$ cat config.mk
export PLATFORM = sky130hd
export DESIGN_NAME = timer_ctrl_flat
export DESIGN_NICKNAME = d
export VERILOG_FILES = /design/src/rtl/timer_ctrl_pkg.sv /design/src/rtl/timer_ctrl_if.sv /design/src/rtl/timer_ctrl.sv /design/src/flat_wrapper.sv
export SDC_FILE = /design/constraint.sdc
export NUM_CORES = 1
export LEC_CHECK = 0
export BUFFER_PORTS_ARGS = -buffer_cell sky130_fd_sc_hd__buf_2
export CAP_MARGIN = 20
export CELL_PAD_IN_SITES_DETAIL_PLACEMENT = 0
export CELL_PAD_IN_SITES_GLOBAL_PLACEMENT = 2
export CORE_MARGIN = 2
export CORE_UTILIZATION = 25
export CTS_CLUSTER_SIZE = 8
export DETAILED_ROUTE_END_ITERATION = 7
export HOLD_SLACK_MARGIN = 0.12
export PLACE_DENSITY = 0.74
export SYNTH_ARGS = -nofsm -noshare
export SYNTH_HDL_FRONTEND = slang
export SYNTH_SLANG_ARGS = --single-unit
$ cat constraint.sdc
create_clock -name clk -period 3.95 [get_ports clk]
set_input_delay 0.5925 -clock clk [delete_from_list [all_inputs] [get_ports clk]]
set_output_delay 0.5925 -clock clk [all_outputs]
set_load 0.1 [all_outputs]
$ cat src/rtl/timer_ctrl_pkg.sv
// Shared op codes, timer register map, control-bit positions and sequencer states
// for the timer command sequencer.
package timer_ctrl_pkg;

    typedef enum logic [2:0] {
        OP_NOP           = 3'd0,
        OP_START         = 3'd1,
        OP_STOP          = 3'd2,
        OP_CLEAR         = 3'd3,
        OP_SET_PERIOD    = 3'd4,
        OP_START_ONESHOT = 3'd5,
        OP_RESTART       = 3'd6,
        OP_NOP7          = 3'd7
    } op_e;

    localparam logic [1:0] TMR_ADDR_CTRL   = 2'd0;
    localparam logic [1:0] TMR_ADDR_PERIOD = 2'd1;
    localparam logic [1:0] TMR_ADDR_VALUE  = 2'd2;

    localparam int CTRL_EN_BIT  = 0;
    localparam int CTRL_CLR_BIT = 1;

    typedef enum logic [2:0] {
        S_IDLE,
        S_W_CTRL,
        S_W_CLR,
        S_W_PER,
        S_W_RESTORE
    } state_e;

    function automatic logic [31:0] ctrl_word(input logic en, input logic clr);
        logic [31:0] w;
        w = '0;
        w[CTRL_EN_BIT]  = en;
        w[CTRL_CLR_BIT] = clr;
        return w;
    endfunction

endpackage

$ cat src/rtl/timer_ctrl_if.sv
// Command handshake plus timer register bus between the sequencer and its neighbours.
// slave = the sequencer; master = the command source together with the timer side.
interface timer_ctrl_if;

    logic        cmd_valid;
    logic        cmd_ready;
    logic [2:0]  cmd_op;
    logic [31:0] cmd_data;
    logic        tmr_we;
    logic [1:0]  tmr_addr;
    logic [31:0] tmr_din;
    logic [31:0] tmr_val;

    modport master (
        output cmd_valid, cmd_op, cmd_data, tmr_val,
        input  cmd_ready, tmr_we, tmr_addr, tmr_din
    );

    modport slave (
        input  cmd_valid, cmd_op, cmd_data, tmr_val,
        output cmd_ready, tmr_we, tmr_addr, tmr_din
    );

endinterface

$ cat src/rtl/timer_ctrl.sv
// Timer command sequencer: ops -> timer register writes, shadow ctrl/period, wrap irq, one-shot stop.
// Optional saturating wrap counter when TIMER_CTRL_WRAP_CNT_EN is defined.
//
// state     | meaning
// S_IDLE    | accepting ops; may issue the one-shot auto-stop write
// S_W_CTRL  | write ctrl for START / STOP / START_ONESHOT
// S_W_CLR   | write ctrl=clear for CLEAR / RESTART
// S_W_PER   | write period for SET_PERIOD / RESTART
// S_W_RESTORE | write ctrl back to run state after a clear
module timer_ctrl
    import timer_ctrl_pkg::*;
#(
    parameter logic [31:0] PERIOD_RST = 32'hFFFF_FFFF,
    parameter int          WRAP_W     = 16
) (
    input  logic         clk,
    input  logic         rst,
    timer_ctrl_if.slave  bus,
    output logic         busy,
    output logic         irq,
    input  logic         irq_ack
`ifdef TIMER_CTRL_WRAP_CNT_EN
    ,
    output logic [WRAP_W-1:0] wrap_cnt
`endif
);

    state_e      state_q, state_d;
    op_e         op_q, op_d;
    logic [31:0] data_q, data_d;
    logic [1:0]  ctrl_q, ctrl_d;
    logic [31:0] per_q, per_d;
    logic        oneshot_q, oneshot_d;
    logic        stop_pend_q, stop_pend_d;
    logic        run_q, run_d;
    logic        irq_q, irq_d;

    logic        wrap, idle, auto_stop;
    logic        tmr_we_c;
    logic [1:0]  tmr_addr_c;
    logic [31:0] tmr_din_c;

    assign wrap      = ctrl_q[CTRL_EN_BIT] & ~ctrl_q[CTRL_CLR_BIT] & (bus.tmr_val >= per_q);
    assign idle      = (state_q == S_IDLE);
    assign auto_stop = idle & oneshot_q & (wrap | stop_pend_q);

    always_comb begin
        state_d    = state_q;
        op_d       = op_q;
        data_d     = data_q;
        ctrl_d     = ctrl_q;
        per_d      = per_q;
        oneshot_d  = oneshot_q;
        run_d      = run_q;
        tmr_we_c   = 1'b0;
        tmr_addr_c = '0;
        tmr_din_c  = '0;
        case (state_q)
            S_IDLE: begin
                if (auto_stop) begin
                    tmr_we_c   = 1'b1;
                    tmr_addr_c = TMR_ADDR_CTRL;
                    tmr_din_c  = ctrl_word(1'b0, 1'b0);
                    ctrl_d     = 2'b00;
                    oneshot_d  = 1'b0;
                end else if (bus.cmd_valid) begin
                    op_d   = op_e'(bus.cmd_op);
                    data_d = bus.cmd_data;
                    case (op_e'(bus.cmd_op))
                        OP_START, OP_STOP, OP_START_ONESHOT: state_d = S_W_CTRL;
                        OP_SET_PERIOD:                       state_d = S_W_PER;
                        OP_CLEAR, OP_RESTART:                state_d = S_W_CLR;
                        default:                             state_d = S_IDLE;
                    endcase
                end
            end
            S_W_CTRL: begin
                tmr_we_c   = 1'b1;
                tmr_addr_c = TMR_ADDR_CTRL;
                tmr_din_c  = ctrl_word(op_q != OP_STOP, 1'b0);
                ctrl_d     = tmr_din_c[1:0];
                oneshot_d  = (op_q == OP_START_ONESHOT);
                state_d    = S_IDLE;
            end
            S_W_CLR: begin
                tmr_we_c   = 1'b1;
                tmr_addr_c = TMR_ADDR_CTRL;
                tmr_din_c  = ctrl_word(1'b0, 1'b1);
                ctrl_d     = tmr_din_c[1:0];
                // the run bit is lost once clear is written, so keep it for the restore
                run_d      = ctrl_q[CTRL_EN_BIT];
                state_d    = (op_q == OP_RESTART) ? S_W_PER : S_W_RESTORE;
            end
            S_W_PER: begin
                tmr_we_c   = 1'b1;
                tmr_addr_c = TMR_ADDR_PERIOD;
                tmr_din_c  = data_q;
                per_d      = data_q;
                state_d    = (op_q == OP_RESTART) ? S_W_RESTORE : S_IDLE;
            end
            S_W_RESTORE: begin
                tmr_we_c   = 1'b1;
                tmr_addr_c = TMR_ADDR_CTRL;
                tmr_din_c  = ctrl_word((op_q == OP_RESTART) | run_q, 1'b0);
                ctrl_d     = tmr_din_c[1:0];
                if (op_q == OP_RESTART) oneshot_d = 1'b0;
                state_d    = S_IDLE;
            end
            default: state_d = S_IDLE;
        endcase

        stop_pend_d = stop_pend_q | (~idle & oneshot_q & wrap);
        if (!oneshot_d) stop_pend_d = 1'b0;

        irq_d = wrap ? 1'b1 : (irq_ack ? 1'b0 : irq_q);
    end

    always_ff @(posedge clk) begin
        if (rst) begin
            state_q     <= S_IDLE;
            op_q        <= OP_NOP;
            data_q      <= '0;
            ctrl_q      <= '0;
            per_q       <= PERIOD_RST;
            oneshot_q   <= 1'b0;
            stop_pend_q <= 1'b0;
            run_q       <= 1'b0;
            irq_q       <= 1'b0;
        end else begin
            state_q     <= state_d;
            op_q        <= op_d;
            data_q      <= data_d;
            ctrl_q      <= ctrl_d;
            per_q       <= per_d;
            oneshot_q   <= oneshot_d;
            stop_pend_q <= stop_pend_d;
            run_q       <= run_d;
            irq_q       <= irq_d;
        end
    end

    assign bus.cmd_ready = idle & ~auto_stop;
    assign bus.tmr_we    = tmr_we_c;
    assign bus.tmr_addr  = tmr_addr_c;
    assign bus.tmr_din   = tmr_din_c;
    assign busy          = ~idle;
    assign irq           = irq_q;

`ifdef TIMER_CTRL_WRAP_CNT_EN
    logic [WRAP_W-1:0] wrap_cnt_q, wrap_cnt_d;

    always_comb begin
        wrap_cnt_d = wrap_cnt_q;
        if (state_q == S_W_CLR)
            wrap_cnt_d = '0;
        else if (wrap && !(&wrap_cnt_q))
            wrap_cnt_d = wrap_cnt_q + 1'b1;
    end

    always_ff @(posedge clk) begin
        if (rst) wrap_cnt_q <= '0;
        else     wrap_cnt_q <= wrap_cnt_d;
    end

    assign wrap_cnt = wrap_cnt_q;
`endif

endmodule
$ cat src/flat_wrapper.sv
// flat-port wrapper written by rule: the top's interface ports become plain ports
module timer_ctrl_flat import timer_ctrl_pkg::*;
#(
    parameter logic [31:0] PERIOD_RST = 32'hFFFF_FFFF,
    parameter int          WRAP_W     = 16
)
  (clk, rst, busy, irq, irq_ack, bus_cmd_valid, bus_cmd_op, bus_cmd_data, bus_tmr_val, bus_cmd_ready, bus_tmr_we, bus_tmr_addr, bus_tmr_din);
  timer_ctrl_if bus_i ();
  input  logic clk;
  input  logic rst;
  output logic busy;
  output logic irq;
  input  logic irq_ack;
  input wire logic [$bits(bus_i.cmd_valid)-1:0] bus_cmd_valid;
  input wire logic [$bits(bus_i.cmd_op)-1:0] bus_cmd_op;
  input wire logic [$bits(bus_i.cmd_data)-1:0] bus_cmd_data;
  input wire logic [$bits(bus_i.tmr_val)-1:0] bus_tmr_val;
  output wire logic [$bits(bus_i.cmd_ready)-1:0] bus_cmd_ready;
  output wire logic [$bits(bus_i.tmr_we)-1:0] bus_tmr_we;
  output wire logic [$bits(bus_i.tmr_addr)-1:0] bus_tmr_addr;
  output wire logic [$bits(bus_i.tmr_din)-1:0] bus_tmr_din;
  assign bus_i.cmd_valid = bus_cmd_valid;
  assign bus_i.cmd_op = bus_cmd_op;
  assign bus_i.cmd_data = bus_cmd_data;
  assign bus_i.tmr_val = bus_tmr_val;
  assign bus_cmd_ready = bus_i.cmd_ready;
  assign bus_tmr_we = bus_i.tmr_we;
  assign bus_tmr_addr = bus_i.tmr_addr;
  assign bus_tmr_din = bus_i.tmr_din;
  timer_ctrl #(.PERIOD_RST(PERIOD_RST), .WRAP_W(WRAP_W)) u_core (.clk(clk), .rst(rst), .bus(bus_i), .busy(busy), .irq(irq), .irq_ack(irq_ack));
endmodule
==> results of run 1 <==
## where the power goes
group | leakage (nW) | switching, mW | total, mW | internal (mW)
Sequential | 0.621 | 0.0236 | 0.831 | 0.808
Clock | 0.158 | 0.317 | 0.874 | 0.557
Combinational | 1.75 | 0.169 | 0.272 | 0.103
Total | 2.53 | 0.509 | 1.98 | 1.47
## through the flow
stage | power, mW | util
2_1_floorplan | 1.06 | -
3_3_place_gp | 1.12 | 0.293
3_5_place_dp | 1.13 | 0.293
4_1_cts | 2.01 | 0.314
5_1_grt | 2.07 | 0.314
6_report | 1.98 | 0.314
## state kept, by name, summed over array words and instances (netlist names)
register            flops
u_core.data_q          32
u_core.per_q           32
u_core.op_q             3
u_core.state_q          3
u_core.ctrl_q           2
u_core.irq              1
u_core.oneshot_q        1
u_core.run_q            1
u_core.stop_pend_q      1
## cell families after synthesis
group	count (synthesis)
other	1
xor gates and xnor gates	1
AOI/OAI and AO/OA	80
buffers and inverters	67
adders and majority gates	32
muxes	36
and+or+nand+nor	161
DFF	76
## Yosys cell counts (6+ instances only)
| cell type | number |
|---|---|
| dlygate4sd3_1 | 7 |
| nand2_1 | 91 |
| dfxtp_1 | 76 |
| mux2i_1 | 36 |
| ha_1 | 32 |
| clkbuf_1 | 12 |
| and2_1 | 30 |
| a21oi_1 | 22 |
| o21ai_0 | 9 |
| inv_1 | 39 |
| a211o_1 | 30 |
| nand3_1 | 6 |
| nor2_1 | 12 |
## path summary, 6_finish.rpt
path	cells after the start	slack (ns)	from	end
setup / recovery	10	0.44	u_core.per_q[14]$_SDFFE_PP1P_	bus_cmd_ready
setup reg to reg	8	1.18	u_core.per_q[0]$_SDFFE_PP1P_	u_core.data_q[11]$_SDFFE_PP0P_
hold / removal	2	0.45	u_core.data_q[8]$_SDFFE_PP0P_	u_core.data_q[8]$_SDFFE_PP0P_
hold reg to reg	2	0.45	u_core.data_q[8]$_SDFFE_PP0P_	u_core.data_q[8]$_SDFFE_PP0P_
## worst reg2reg max path, cell delays in order (launching register included)
cell and delay [ns]:
dfxtp_1 0.31, ha_1 0.26, nand2b_4 0.13, a2111o_1 0.40
a31oi_1 0.16, a31oi_1 0.15, o31ai_2 0.34, and3_4 0.68
mux2i_1 0.27
## layout make-up
class,instances,area (sq um),area share
clock buffers,13,280,0.0566
inverters,40,150,0.0303
multi-input cells,311,2100,0.424
clock inverters,3,42.5,0.00859
flip-flops and latches,76,1520,0.307
well taps,216,270,0.0546
repair buffers,112,588,0.119
## routing by layer
metal  vias up  track usage  wire length (microns)
met3        12       0.0273                    511
met2        73        0.209                   4810
met1      1501        0.155                   4660
li1       1736            -                      -
met5         -            0                      0
met4         0       0.0551                    206
==> qor.txt, run 1 <==
largest net degree at the start of global routing - 47
Post-synth EDFFs - 0
First DRT Iteration DRCs - 122
min Tclk post-route - 3.51 ns
routed length per instance - 13.2 microns
Die H - 131 microns
CP Capture Type - output pin
worst skew pair latency - 0.34 ns
via count - 3322
Setup Crit Path Kind - reg -> out
Detailed Routing Iterations Pass 1 - 4
P&R area growth vs syn - 23.7%
post-synthesis mux area share - 0.0901
Fin. Hold Viols - 0
static leakage - 2.53 nW
CP Cell Sequence - inv_1 -> ha_1 -> nand4_1 -> nor4_1 -> a31oi_1 -> a31oi_1 -> nor2_1 -> a21oi_1 -> nor2_1 -> buf_2
most common cell after layout, fill and taps aside - buf_2
Synth Warn # - 0
Core Region - 15800 sq um
number of fill cells - 1766
final cell count without fillers - 771
Arr. time, crit path - 2.92 ns
Port Buf Inserts - 107
TritonCTS buffer count - 9
GP Congestion - 0.808
crit start category - flop
clk root buf - clkbuf_16
total global routing overflow - 0
Post-Route Skew - 0.00823 ns
DPL Wire Length - 7770 microns
TritonCTS Sinks - 76
synthesized area per cell - 8.81 sq um
Final Hold Slack - 0.452 ns
dpl ws - 0.358 ns
CP max stage delay - 0.43 ns
RSZ-0062 raised after global routing - no
most frequent cells in the layout - buf_2, nand2_1, dfxtp_1, inv_1, mux2i_1
final WL - 10200 microns
Synth Cell Area - 4000 sq um
setup ws final - 0.438 ns
CP delay by family, top - compound AO/OA/AOI/OAI gates
overall global routing resource usage - 0.125
Pwr Density - 399 nW/um^2
post-synthesis sequential area ratio - 0.380
CP max FO - 5
Syn Inst Count - 454
Post-Synth Simple-Gate Area - 0.188
main combinational cell family by area after synthesis - simple AND/OR/NAND/NOR gates
Final Cell Area - 4950 sq um
Initial Util - 0.254
Top FF cell, synth - dfxtp_1
Post-CTS Setup Inserts - 0
Max VDD drop - 160 uV
fin nets - 653
synthesized flop and latch total - 76
DRC violations left - 0
number of global-route vias before repair - 3346
post-synth top area cell - dfxtp_1
H-tree Lvls - 3
Clock Path Buffers - 2
post-CTS sizing - 0
Post-synth ARST share - 0
slowest cell on the critical path - nor4_1
Synth area leaders - dfxtp_1, ha_1, mux2i_1, nand2_1, a211o_1
Slew Viols, Final - 0
period utilization - 0.889
status - finished clean
antenna violations before repair - 0
# hold bufs at CTS - 0
Hold Path Class - reg -> reg
# rows - 46
final setup violation count - 0
# diodes - 0
num ports - 109
Final TNS setup - 0 ns
maximum clock frequency - 285 MHz
max-cap viol count - 0
Worst Path Buf+Inv - 2
Yosys cell types - 41
Worst-path clk slew - 0.06 ns
cell area after placement - 4630 sq um
top-area cell type share of the netlist area - 0.380
TritonCTS clock tree - yes
Worst Path Required - 3.36 ns
Worst slew margin - 0.444
Mapped Nets - 557
worst-margin pin slew - 0.833 ns
Via density - 4.31
Placed Cells - 755
die footprint - 17000 sq um
Synth Area in Compound Gates - 0.143
first-pass GRT wire length - 16400 microns
share of cells above drive strength 1 - 0.240
die width - 131 microns
xor-xnor portion of the synthesized cell area - 0.00219
Synth Area in Adders - 0.100
ANT nets after route - 0
Power figures use the tool's default switching activity.
==> inputs of run 2 (changes only) <==
--- a/config.mk
+++ b/config.mk
@@ -13,8 +13,9 @@
 export CORE_UTILIZATION = 25
 export CTS_CLUSTER_SIZE = 8
 export DETAILED_ROUTE_END_ITERATION = 7
+export GPL_TIMING_DRIVEN = 1
 export HOLD_SLACK_MARGIN = 0.12
-export PLACE_DENSITY = 0.74
+export PLACE_DENSITY_LB_ADDON = 0.1
 export SYNTH_ARGS = -nofsm -noshare
 export SYNTH_HDL_FRONTEND = slang
 export SYNTH_SLANG_ARGS = --single-unit
==> run 2 against run 1 <==
Net effect:
- critical path depth fell by 3
- hold slack got worse by 0.0020 ns
- total power fell by 2.7%
- sequential share of layout area rose by 0.16 points
- first-iteration DRC count fell by 29%
- clock-buffer cell count did not move
- highest routed layer is now met5
- design area fell by 0.51%
- global-route usage rose by 0.70 points
- fmax rose by 0.79%
- combinational power rose by 2%
- clock power fell by 6.6%
- sequential power barely moved
- largest cell class unchanged
==> qor.txt, run 2 (synthesized netlist as in run 1, its figures left out) <==
H-tree Lvls - 3 (unchanged)
CP Capture Type - output pin
Post-Route Skew - 0.00411 ns (-0.00412 ns)
cell area after placement - 4640 sq um (+0.27%)
min Tclk post-route - 3.48 ns (-0.0276 ns)
static leakage - 2.51 nW (-0.55%)
First DRT Iteration DRCs - 87 (-29%)
dpl ws - 0.447 ns (+0.0885 ns)
# diodes - 0 (unchanged)
Setup Crit Path Kind - reg -> out
Slew Viols, Final - 0 (unchanged)
Initial Util - 0.254 (unchanged)
setup ws final - 0.465 ns (+0.0276 ns)
# hold bufs at CTS - 0 (unchanged)
final WL - 10700 microns (+5.3%)
Worst-path clk slew - 0.05 ns (about the same)
most frequent cells in the layout - buf_2, nand2_1, dfxtp_1, inv_1, mux2i_1
first-pass GRT wire length - 16900 microns (+2.8%)
die width - 131 microns (unchanged)
CP max FO - 34 (+29)
Detailed Routing Iterations Pass 1 - 4 (unchanged)
# rows - 46 (unchanged)
RSZ-0062 raised after global routing - no
fin nets - 653 (unchanged)
number of global-route vias before repair - 3227 (-3.6%)
die footprint - 17000 sq um (unchanged)
Port Buf Inserts - 107 (unchanged)
GP Congestion - 0.737 (-8.8%)
TritonCTS buffer count - 9 (unchanged)
Final Cell Area - 4920 sq um (-0.51%)
worst-margin pin slew - 0.774 ns (-0.0586 ns)
Final Hold Slack - 0.450 ns (-0.00204 ns)
DRC violations left - 0 (unchanged)
crit start category - flop
final setup violation count - 0 (unchanged)
Final TNS setup - 0 ns (unchanged)
overall global routing resource usage - 0.132 (+0.00697)
post-CTS sizing - 0 (unchanged)
antenna violations before repair - 4 (+4)
Worst slew margin - 0.480 (+0.0359)
final cell count without fillers - 770 (-0.13%)
DPL Wire Length - 8010 microns (+3.1%)
ANT nets after route - 0 (unchanged)
total global routing overflow - 0 (unchanged)
Core Region - 15800 sq um (unchanged)
Fin. Hold Viols - 0 (unchanged)
Worst Path Required - 3.36 ns (about the same)
Clock Path Buffers - 2 (unchanged)
via count - 3320 (-0.060%)
TritonCTS clock tree - yes
Placed Cells - 755 (unchanged)
biggest regs - u_core.data_q: 32 flops, u_core.per_q: 32 flops
Arr. time, crit path - 2.89 ns (-0.03 ns)
routed length per instance - 13.9 microns (+5.5%)
Pwr Density - 391 nW/um^2 (-2.2%)
largest net degree at the start of global routing - 41 (-13%)
worst skew pair latency - 0.34 ns (about the same)
Via density - 4.31 (about the same)
Max VDD drop - 158 uV (-1.1%)
number of fill cells - 1724 (-2.4%)
most common cell after layout, fill and taps aside - buf_2
TritonCTS Sinks - 76 (unchanged)
reg2reg setup slack - 1.17 ns (about the same)
clk root buf - clkbuf_16
status - finished clean
num ports - 109 (unchanged)
Die H - 131 microns (unchanged)
Post-CTS Setup Inserts - 0 (unchanged)
period utilization - 0.882 (-0.00699)
Hold Path Class - reg -> reg
max-cap viol count - 0 (unchanged)
share of cells above drive strength 1 - 0.233 (-0.00679)
maximum clock frequency - 287 MHz (+0.79%)
P&R area growth vs syn - 23.1%
-- run 2: layout make-up --
cell class | count | area (sq um) | area share
clock inverters | 2 | 35.0 | 0.00711
flip-flops and latches | 76 | 1520 | 0.309
clock buffers | 13 | 250 | 0.0508
repair buffers | 112 | 601 | 0.122
well taps | 216 | 270 | 0.0549
multi-input cells | 311 | 2100 | 0.426
inverters | 40 | 150 | 0.0305
-- run 2: worst paths after layout --
| path | end | cells past startpoint | from |
|---|---|---|---|
| min | u_core.data_q[3]$_SDFFE_PP0P_ | 2 | u_core.data_q[3]$_SDFFE_PP0P_ |
| max reg2reg | u_core.data_q[20]$_SDFFE_PP0P_ | 9 | u_core.per_q[0]$_SDFFE_PP1P_ |
| max | bus_tmr_din[25] | 7 | u_core.state_q[1]$_SDFFE_PP0P_ |
| min reg2reg | u_core.data_q[3]$_SDFFE_PP0P_ | 2 | u_core.data_q[3]$_SDFFE_PP0P_ |
-- run 2: metrics by stage --
stage	total power, mW	utilization
global placement	1.13	0.294
CTS	1.96	0.312
detailed placement	1.13	0.294
finish	1.92	0.312
floorplan	1.06	-
global route	2.02	0.312
-- run 2: power breakdown --
group	total [mW]	internal [mW]	switching [mW]
Clock	0.816	0.503	0.313
Combinational	0.277	0.105	0.172
Sequential	0.831	0.808	0.0237
-- run 2: routing by layer --
| layer | GRT usage | part of all wire | vias to the layer above |
|---|---|---|---|
| li1 | - | - | 1739 |
| met1 | 0.169 | 0.48 | 1484 |
| met2 | 0.206 | 0.44 | 72 |
| met3 | 0.0375 | 0.061 | 19 |
| met4 | 0.0620 | 0.019 | 6 |
| met5 | 0 | 0.0032 | - |
-- run 2: critical path: stages, from the launching register on --
cell	delay [ns]
dfxtp_1	0.52
nand2b_1	0.14
or2_2	0.29
buf_4	0.27
inv_1	0.38
buf_4	0.30
and2_1	0.20
buf_2	0.44
==> inputs of run 3 (changes only) <==
--- a/config.mk
+++ b/config.mk
@@ -15,7 +15,7 @@
 export DETAILED_ROUTE_END_ITERATION = 7
 export GPL_TIMING_DRIVEN = 1
 export HOLD_SLACK_MARGIN = 0.12
-export PLACE_DENSITY_LB_ADDON = 0.1
+export PLACE_DENSITY = 0.71
 export SYNTH_ARGS = -nofsm -noshare
 export SYNTH_HDL_FRONTEND = slang
 export SYNTH_SLANG_ARGS = --single-unit
==> constraint.sdc (replaced) <==
create_clock -name clk -period 3.7 [get_ports clk]
set_input_delay 0.555 -clock clk [delete_from_list [all_inputs] [get_ports clk]]
set_output_delay 0.555 -clock clk [all_outputs]
set_load 0.1 [all_outputs]
==> run 3 against run 2 <==
Net effect:
- first-iteration DRC count is 23% higher
- critical endpoint is now bus_tmr_we
- critical path depth is 3 higher
- critical path type unchanged
- final cell count is 0.13% higher
- clock power hardly changed
- total power is 4.0% higher
- non-clock buffer count is 1 higher
- register-to-register slack worse by 0.12 ns
- clock-buffer cell count stayed put
- sequential cell count stayed put
==> qor.txt, run 3 (synthesized netlist as in run 1, its figures left out) <==
Slew Viols, Final - 0 (unchanged)
post-CTS sizing - 0 (unchanged)
P&R area growth vs syn - 23.0% (about the same)
Clock Path Buffers - 2 (unchanged)
Initial Util - 0.254 (unchanged)
RSZ-0062 raised after global routing - no
Worst Path Required - 3.14 ns (-0.22 ns)
DRC violations left - 0 (unchanged)
crit start category - flop
total global routing overflow - 0 (unchanged)
die width - 131 microns (unchanged)
H-tree Lvls - 3 (unchanged)
status - finished clean
number of global-route vias before repair - 3299 (+2.2%)
# rows - 46 (unchanged)
Fin. Hold Viols - 0 (unchanged)
internal power - 1.46 mW (+3.2%)
clk root buf - clkbuf_16
worst-margin pin slew - 0.891 ns (+0.117 ns)
Post-Route Skew - 0.00707 ns (+0.00296 ns)
CP max FO - 5 (-85%)
# hold bufs at CTS - 0 (unchanged)
Port Buf Inserts - 107 (unchanged)
biggest regs - u_core.data_q: 32 flops, u_core.per_q: 32 flops
static leakage - 2.51 nW (about the same)
Pwr Density - 406 nW/um^2 (+4.0%)
share of cells above drive strength 1 - 0.240 (+0.00679)
num ports - 109 (unchanged)
overall global routing resource usage - 0.127 (-0.00476)
CP Capture Type - output pin
maximum clock frequency - 297 MHz
TritonCTS buffer count - 9 (unchanged)
Setup Crit Path Kind - reg -> out
via count - 3386 (+2.0%)
DPL Wire Length - 7910 microns (-1.2%)
Hold Path Class - reg -> reg
fin nets - 654 (+0.15%)
Post-CTS Setup Inserts - 0 (unchanged)
Final TNS setup - 0 ns (unchanged)
TritonCTS clock tree - yes
Arr. time, crit path - 2.81 ns (-0.08 ns)
die footprint - 17000 sq um (unchanged)
Detailed Routing Iterations Pass 1 - 4 (unchanged)
TritonCTS Sinks - 76 (unchanged)
largest net degree at the start of global routing - 54 (+32%)
Core Region - 15800 sq um (unchanged)
Multi-input gate area - 2100 sq um (+0.30%)
routed length per instance - 13.4 microns (-4.1%)
First DRT Iteration DRCs - 107 (+23%)
most common cell after layout, fill and taps aside - buf_2
register share of total power - 0.444 (+0.012)
first-pass GRT wire length - 16500 microns (-2.2%)
number of fill cells - 1693 (-1.8%)
Psw - 0.538 mW (+5.9%)
clock power share - 0.408 (-0.016)
Final Hold Slack - 0.450 ns (+0.000413 ns)
final WL - 10300 microns (-4.0%)
worst skew pair latency - 0.34 ns (about the same)
register area - 1520 sq um (unchanged)
ANT nets after route - 0 (unchanged)
Die H - 131 microns (unchanged)
reg2reg setup slack - 1.05 ns (-0.12 ns)
switch share - 0.269 (+0.00498)
period utilization - 0.909
# diodes - 0 (unchanged)
Max VDD drop - 148 uV (-6.0%)
Gate power share - 0.148 (+0.004)
min Tclk post-route - 3.36 ns
GP Congestion - 0.771 (+4.6%)
Via density - 4.39 (+1.9%)
Worst-path clk slew - 0.05 ns (about the same)
antenna violations before repair - 2 (-2)
most frequent cells in the layout - buf_2, nand2_1, dfxtp_1, inv_1, mux2i_1
max-cap viol count - 0 (unchanged)
final setup violation count - 0 (unchanged)
Worst slew margin - 0.405 (-0.0750)
## run 3: layout make-up
| type | instances | share of cell area |
|---|---|---|
| Clock buffer | 13 | 0.0529 |
| Clock inverter | 2 | 0.00203 |
| Inverter | 40 | 0.0305 |
| Multi-Input combinational cell | 311 | 0.427 |
| Sequential cell | 76 | 0.309 |
| Tap cell | 216 | 0.0549 |
| Timing Repair Buffer | 113 | 0.124 |
## run 3: worst paths after layout
path / cells past startpoint / start / end
setup / recovery: 10 / u_core.per_q[27]$_SDFFE_PP1P_ / bus_tmr_we
hold / removal: 2 / u_core.data_q[20]$_SDFFE_PP0P_ / u_core.data_q[20]$_SDFFE_PP0P_
setup reg to reg: 9 / u_core.per_q[0]$_SDFFE_PP1P_ / u_core.data_q[11]$_SDFFE_PP0P_
hold reg to reg: 2 / u_core.data_q[20]$_SDFFE_PP0P_ / u_core.data_q[20]$_SDFFE_PP0P_
## run 3: through the flow
stage                     worst slack (ns)  area [sq um]  total power [mW]  cells  utilization
after CTS                            0.170          4920              2.04    771        0.312
after floorplan                    -0.0545          4000              1.13    454            -
after global routing                0.0307          4920              2.11    771        0.312
final                                0.338          4920              2.00    771        0.312
after global placement               0.299          4650              1.20    756        0.295
after detailed placement             0.235          4650              1.21    756        0.295
## run 3: worst max-delay path, stage by stage (launching register included)
cell and delay, ns:
dfxtp_1 0.33, inv_1 0.05, ha_1 0.30, nand4_1 0.13, nor4_1 0.36, nand2_1 0.17, a31oi_1 0.33, nor2_1 0.16
a21oi_2 0.30, a21o_1 0.17, buf_12 0.18
## run 3: metal layers
layer | routed length [microns] | vias to the layer above | global-route usage
met1 | 4740 | 1546 | 0.161
met2 | 4490 | 81 | 0.193
met4 | 250 | 2 | 0.0620
li1 | - | 1742 | -
met5 | 16 | - | 0
met3 | 810 | 15 | 0.0448
## run 3: power groups by stage
| stage | clock (mW) | combinational [mW] | sequential [mW] |
|---|---|---|---|
| global placement | 0 | 0.297 | 0.904 |
| CTS | 0.853 | 0.302 | 0.887 |
| global route | 0.888 | 0.327 | 0.894 |
| finish | 0.817 | 0.296 | 0.887 |
| detailed placement | 0 | 0.300 | 0.905 |
| floorplan | 0 | 0.239 | 0.896 |
